### src/rtl/mult_if.sv
// mult_if: start/done handshake and HI/LO result bus between the control
// unit and the sequential Booth multiplier.
//   a, b        : signed operands, captured by the multiplier on a start edge
//   multControl : start request from the control unit
//   multStop    : one-cycle done pulse from the multiplier
//   hi, lo      : upper/lower words of the signed 2*WIDTH-bit product
// Modports: master = control unit side, slave = multiplier side.
interface mult_if #(
  parameter int WIDTH = 32
);
  logic [WIDTH-1:0] a;
  logic [WIDTH-1:0] b;
  logic             multControl;
  logic             multStop;
  logic [WIDTH-1:0] hi;
  logic [WIDTH-1:0] lo;

  modport master (
    output a, b, multControl,
    input  multStop, hi, lo
  );

  modport slave (
    input  a, b, multControl,
    output multStop, hi, lo
  );
endinterface

### src/rtl/mult.sv
// mult: sequential signed WIDTH x WIDTH -> 2*WIDTH multiplier, radix-2 Booth,
// one recoding step per clock, fixed latency of WIDTH steps after the start
// edge. Shares the divider's start/done handshake.
// Ports:
//   clk   : clock, all state changes on the rising edge
//   reset : synchronous, active-low; clears state, outputs and datapath
//   bus   : mult_if.slave -- a, b, multControl in; multStop, hi, lo out
module mult #(
  parameter int WIDTH = 32
) (
  input  logic  clk,
  input  logic  reset,
  mult_if.slave bus
);

  localparam int CNT_W = $clog2(WIDTH + 1);

  typedef enum logic [1:0] {
    IDLE = 2'd0,
    RUN  = 2'd1,
    DONE = 2'd2
  } state_t;

  state_t state, state_nxt;

  // Accumulator and multiplicand carry one extra bit so A - M with
  // M = -2^(WIDTH-1) cannot overflow.
  logic signed [WIDTH:0] m;
  logic signed [WIDTH:0] acc;
  logic [WIDTH-1:0]      q;
  logic                  q_1;
  logic [CNT_W-1:0]      cnt;

  logic signed [WIDTH:0] sum;
  logic signed [WIDTH:0] acc_shift;
  logic [WIDTH-1:0]      q_shift;
  logic                  start;
  logic                  last;

  // Booth recoding of the bit pair {Q[0], Q_1}: 01 adds M, 10 subtracts M.
  function automatic logic signed [WIDTH:0] booth_add(
    input logic signed [WIDTH:0] acc_in,
    input logic signed [WIDTH:0] m_in,
    input logic [1:0]            pair
  );
    case (pair)
      2'b01:   return acc_in + m_in;
      2'b10:   return acc_in - m_in;
      default: return acc_in;
    endcase
  endfunction

  // Combinational Booth step: add/sub, then arithmetic shift of {A,Q,Q_1}.
  always_comb begin
    sum       = booth_add(acc, m, {q[0], q_1});
    acc_shift = sum >>> 1;
    q_shift   = {sum[0], q[WIDTH-1:1]};
  end

  // A start is accepted only when no operation is in flight.
  assign start = bus.multControl && ((state == IDLE) || (state == DONE));
  assign last  = (state == RUN) && (cnt == CNT_W'(1));

  always_comb begin
    state_nxt = state;
    case (state)
      IDLE:    if (start) state_nxt = RUN;
      RUN:     if (last) state_nxt = DONE;
      DONE:    state_nxt = start ? RUN : IDLE;
      default: state_nxt = IDLE;
    endcase
  end

  always_ff @(posedge clk) begin
    if (!reset) state <= IDLE;
    else        state <= state_nxt;
  end

  always_ff @(posedge clk) begin
    if (!reset) begin
      m            <= '0;
      acc          <= '0;
      q            <= '0;
      q_1          <= 1'b0;
      cnt          <= '0;
      bus.hi       <= '0;
      bus.lo       <= '0;
      bus.multStop <= 1'b0;
    end else begin
      bus.multStop <= last;
      if (start) begin
        m      <= {bus.a[WIDTH-1], bus.a};
        acc    <= '0;
        q      <= bus.b;
        q_1    <= 1'b0;
        cnt    <= CNT_W'(WIDTH);
        bus.hi <= '0;
        bus.lo <= '0;
      end else if (state == RUN) begin
        acc <= acc_shift;
        q   <= q_shift;
        q_1 <= q[0];
        cnt <= cnt - CNT_W'(1);
        // The post-shift {A[WIDTH-1:0], Q} is the full signed product.
        if (last) begin
          bus.hi <= acc_shift[WIDTH-1:0];
          bus.lo <= q_shift;
        end
      end
    end
  end

endmodule

### src/flat_wrapper.sv
// flat-port wrapper written by rule: the top's interface ports become plain ports
module mult_flat 
#(
  parameter int WIDTH = 32
)
  (clk, reset, bus_a, bus_b, bus_multControl, bus_multStop, bus_hi, bus_lo);
  mult_if #(.WIDTH(WIDTH)) bus_i ();
  input  logic clk;
  input  logic reset;
  input wire logic [$bits(bus_i.a)-1:0] bus_a;
  input wire logic [$bits(bus_i.b)-1:0] bus_b;
  input wire logic [$bits(bus_i.multControl)-1:0] bus_multControl;
  output wire logic [$bits(bus_i.multStop)-1:0] bus_multStop;
  output wire logic [$bits(bus_i.hi)-1:0] bus_hi;
  output wire logic [$bits(bus_i.lo)-1:0] bus_lo;
  assign bus_i.a = bus_a;
  assign bus_i.b = bus_b;
  assign bus_i.multControl = bus_multControl;
  assign bus_multStop = bus_i.multStop;
  assign bus_hi = bus_i.hi;
  assign bus_lo = bus_i.lo;
  mult #(.WIDTH(WIDTH)) u_core (.clk(clk), .reset(reset), .bus(bus_i));
endmodule
### config.mk
export PLATFORM = sky130hd
export DESIGN_NAME = mult_flat
export DESIGN_NICKNAME = d
export VERILOG_FILES = /design/src/rtl/mult_if.sv /design/src/rtl/mult.sv /design/src/flat_wrapper.sv
export SDC_FILE = /design/constraint.sdc
export NUM_CORES = 1
export LEC_CHECK = 0
export BUFFER_PORTS_ARGS = -buffer_cell sky130_fd_sc_hd__buf_2
export CORE_MARGIN = 10
export CORE_UTILIZATION = 31
export DETAILED_ROUTE_END_ITERATION = 16
export GPL_ROUTABILITY_DRIVEN = 0
export PLACE_DENSITY_LB_ADDON = 0.2
export SYNTH_ARGS = -nofsm -noshare
export SYNTH_HDL_FRONTEND = slang
export SYNTH_SLANG_ARGS = --single-unit
### constraint.sdc
create_clock -name clk -period 4.6 [get_ports clk]
set_input_delay 0.69 -clock clk [delete_from_list [all_inputs] [get_ports clk]]
set_output_delay 0.69 -clock clk [all_outputs]
set_load 0.02 [all_outputs]
==> results.json <==
{
  "status": "completed",
  "routed-via-count": 8273,
  "filler_cell_count": 3082,
  "slew_of_the_pin_with_the_lowest_slew_margin_ns": 0.924,
  "class_of_the_worst_hold_path": "reg -> reg",
  "die_h_um": 192,
  "clkSinkCount": 170,
  "synth.lib_cells_used.distinct": 63,
  "grt_max_degree": 72,
  "drv.max_cap_violation_count": 0,
  "vias_per_cell": 4.95,
  "synth.largest_area_cell": "sky130_fd_sc_hd__dfxtp_1",
  "min_period_over_period": 0.935,
  "report.final.slew_viol_count": 0,
  "worst-endpoint-arrival_ns": 4.67,
  "synth_common_cells": "sky130_fd_sc_hd__nand2_1 (237), sky130_fd_sc_hd__dfxtp_1 (170), sky130_fd_sc_hd__nor2_1 (110)",
  "yosys_register_bits": 170,
  "numPortBuffers": 131,
  "ys_dominant_reg_cell": "sky130_fd_sc_hd__dfxtp_1",
  "grt_antenna_before_repair": 14,
  "areaGrowthSynthToFinish_pct": 17.5,
  "initial_core_util": 0.317,
  "synth_most_common_cell": "sky130_fd_sc_hd__nand2_1",
  "rsz0062_at_grt": "false",
  "max-clock-path-buffers": 2,
  "slew-limit-headroom": 0.384,
  "dpl.hpwl_mm": 19.9,
  "synthesis.yosys.warnings": 0,
  "critical_path.endpoint_type": "flop",
  "setup_tns_ns": 0,
  "async_flop_share": 0,
  "p_per_area_nw_per_um2": 382,
  "drt.antenna.violating_nets": 0,
  "peak_ir_drop_on_the_vdd_network_uv": 247,
  "report.final.hold_viol_count": 0,
  "clk_root_buffer_cell": "sky130_fd_sc_hd__clkbuf_16",
  "post_route_cells_drive_above_1_share": 0.164,
  "fraction_of_post_synthesis_cell_area_in_the_top_cell_type_by_area": 0.371,
  "clock_skew_ns": 0.0123,
  "largest_fanout_on_the_critical_path": 7,
  "post_synthesis_instance_area_um2": 9180,
  "postSynthNetCount": 1279,
  "critPathRequiredTime_ns": 4.97,
  "total_leakage_power_uw": 0.00457,
  "setup-violations-final": 0,
  "post_synth_inst_count": 1175,
  "grtUsageTotal": 0.148,
  "drt_first_pass_iters": 5,
  "drt-initial-drc-count": 432,
  "synth_edf_count": 0,
  "final_design_area_no_fill_um2": 10800,
  "grt.overflow.total": 0,
  "drt_wl_total_mm": 27.5,
  "finalNetCount": 1370,
  "placedInstanceArea_um2": 10100,
  "worst-setup-path-type": "reg -> reg",
  "core-area_um2": 28900,
  "number_of_global_route_vias_before_repair": 8012,
  "post_synth.cell_area_avg_um2": 7.82,
  "floorplan.io_pins": 132,
  "placementRows": 62,
  "tritoncts": "yes",
  "post_synth_main_area_contributors": "sky130_fd_sc_hd__dfxtp_1 (37%), sky130_fd_sc_hd__nand2_1 (9.7%), sky130_fd_sc_hd__a21oi_1 (5.8%), sky130_fd_sc_hd__ha_1 (4.9%), sky130_fd_sc_hd__xnor2_1 (4.8%)",
  "seq_area_frac_synth": 0.371,
  "h-tree-depth": 4,
  "r2r_cells": 17,
  "post_cts.repair.setup_buffers": 0,
  "timing.hold.worst_path_depth": 2,
  "design.die.area_um2": 36900,
  "register_area_um2": 3400,
  "drcViolationCount": 0,
  "area_of_the_multi_input_gates_um2": 5410,
  "cp-start-kind": "flop",
  "global_route_wire_length_before_repair_mm": 44.1,
  "clk_pin_slew_worst_paths_ns": 0.07,
  "post_drt_wl_per_cell_um": 16.4,
  "chipWidth_um": 192,
  "clk-insertion-delay-late_ns": 0.44,
  "cts-buffers-inserted": 17,
  "top_achievable_clock_speed_ghz": 0.232,
  "finalCriticalPeriod_ns": 4.30
}
## final cells by class
cell class | instances | area share
Multi-Input combinational cell | 902 | 0.501
Sequential cell | 170 | 0.315
Timing Repair Buffer | 149 | 0.0732
Tap cell | 384 | 0.0445
Clock buffer | 18 | 0.0407
Clock inverter | 13 | 0.0146
Inverter | 26 | 0.00904
Antenna cell | 8 | 0.00185
## registers in the layout, indices dropped and copies added (netlist names), 2 cells and up
name	flops
u_core.acc	32
u_core.m	32
u_core.q	32
u_core.state	2
u_core.bus.lo	32
u_core.bus.hi	32
u_core.cnt	6
## stage by stage
| stage | utilization | std cells | worst slack [ns] | power, uW | hold WS (ns) |
|---|---|---|---|---|---|
| finish | 0.373 | 1670 | 0.297 | 4130 | 0.452 |
| CTS | 0.371 | 1662 | 0.125 | 4170 | 0.455 |
| floorplan | - | 1175 | 0.485 | 2410 | 0.434 |
| global placement | 0.351 | 1631 | 0.198 | 2660 | 0.441 |
| global route | 0.373 | 1665 | 0.0217 | 4360 | 0.472 |
| detailed placement | 0.351 | 1631 | 0.173 | 2660 | 0.445 |
## logic make-up after synthesis
| group | share of synthesized area |
|---|---|
| XOR/XNOR | 0.0572 |
| flip-flops | 0.371 |
| adder cells (fa/ha/maj) | 0.0512 |
| buffers and inverters | 0.0470 |
| multiplexers | 0.0181 |
| AND/OR/NAND/NOR | 0.217 |
| AO/OA/AOI/OAI | 0.239 |
## routing by layer
metal / share of wire / vias to the layer above / wire, um / track usage
li1: - / 4290 / - / -
met1: 0.48 / 3770 / 13300 / 0.198
met2: 0.43 / 168 / 11900 / 0.224
met3: 0.069 / 33 / 1890 / 0.0511
met4: 0.010 / 12 / 283 / 0.0355
met5: 0.0029 / - / 80 / 0
## worst max-delay path: stages, from the launching register on
cell and delay [ns]:
sky130_fd_sc_hd__dfxtp_1 0.36, sky130_fd_sc_hd__or4_4 0.59, sky130_fd_sc_hd__nor4_4 0.18, sky130_fd_sc_hd__and3b_2 0.22
sky130_fd_sc_hd__nor2b_2 0.16, sky130_fd_sc_hd__buf_4 0.13, sky130_fd_sc_hd__and2_1 0.15, sky130_fd_sc_hd__a21oi_1 0.09
sky130_fd_sc_hd__xnor2_1 0.20, sky130_fd_sc_hd__ha_1 0.35, sky130_fd_sc_hd__and2_1 0.18, sky130_fd_sc_hd__a311oi_1 0.25
sky130_fd_sc_hd__o21a_1 0.20, sky130_fd_sc_hd__o22ai_2 0.12, sky130_fd_sc_hd__o221a_4 0.33, sky130_fd_sc_hd__xnor2_1 0.16
sky130_fd_sc_hd__or4_1 0.40, sky130_fd_sc_hd__a21oi_1 0.14
## placed cells by master, fill, tap and decap left out, types with 6 or more instances in the layout
master / instances
sky130_fd_sc_hd__nand2_1: 236
sky130_fd_sc_hd__a31oi_1: 15
sky130_fd_sc_hd__xor2_1: 10
sky130_fd_sc_hd__clkbuf_16: 17
sky130_fd_sc_hd__nor3_1: 21
sky130_fd_sc_hd__nor2_1: 108
sky130_fd_sc_hd__a21boi_0: 35
sky130_fd_sc_hd__or3_1: 6
sky130_fd_sc_hd__buf_4: 18
sky130_fd_sc_hd__dfxtp_1: 170
sky130_fd_sc_hd__diode_2: 8
sky130_fd_sc_hd__xnor2_1: 50
sky130_fd_sc_hd__a211oi_1: 35
sky130_fd_sc_hd__mux2i_1: 11
sky130_fd_sc_hd__a21o_1: 12
sky130_fd_sc_hd__nand3_1: 37
sky130_fd_sc_hd__o211ai_1: 6
sky130_fd_sc_hd__o21ai_0: 57
sky130_fd_sc_hd__a21oi_1: 106
sky130_fd_sc_hd__and2_1: 8
sky130_fd_sc_hd__o211a_1: 32
sky130_fd_sc_hd__o21a_1: 8
sky130_fd_sc_hd__ha_1: 35
sky130_fd_sc_hd__inv_1: 26
sky130_fd_sc_hd__buf_2: 131
## timing repair
| action | 4_1_cts | 5_1_grt |
|---|---|---|
| endpoints found under the setup margin | 0 | 5 |
| gates resized for setup | 0 | 9 |
| hold buffers | 0 | 0 |
## final timing paths
| kind | start | end | slack (ns) |
|---|---|---|---|
| setup / recovery | u_core.m[5] | u_core.acc[31] | 0.30 |
| hold / removal | u_core.bus.lo[29] | u_core.bus.lo[29] | 0.45 |
| setup reg to reg | u_core.m[5] | u_core.acc[31] | 0.30 |
| hold reg to reg | u_core.bus.lo[29] | u_core.bus.lo[29] | 0.45 |
## power by group
group          internal (uW)  total [uW]  switching [uW]
Sequential              1540        1610            68.4
Clock                    829        1500             667
Combinational            407        1020             611
Total                   2780        4130            1350
Note: power is estimated with default switching activity, not from simulation.
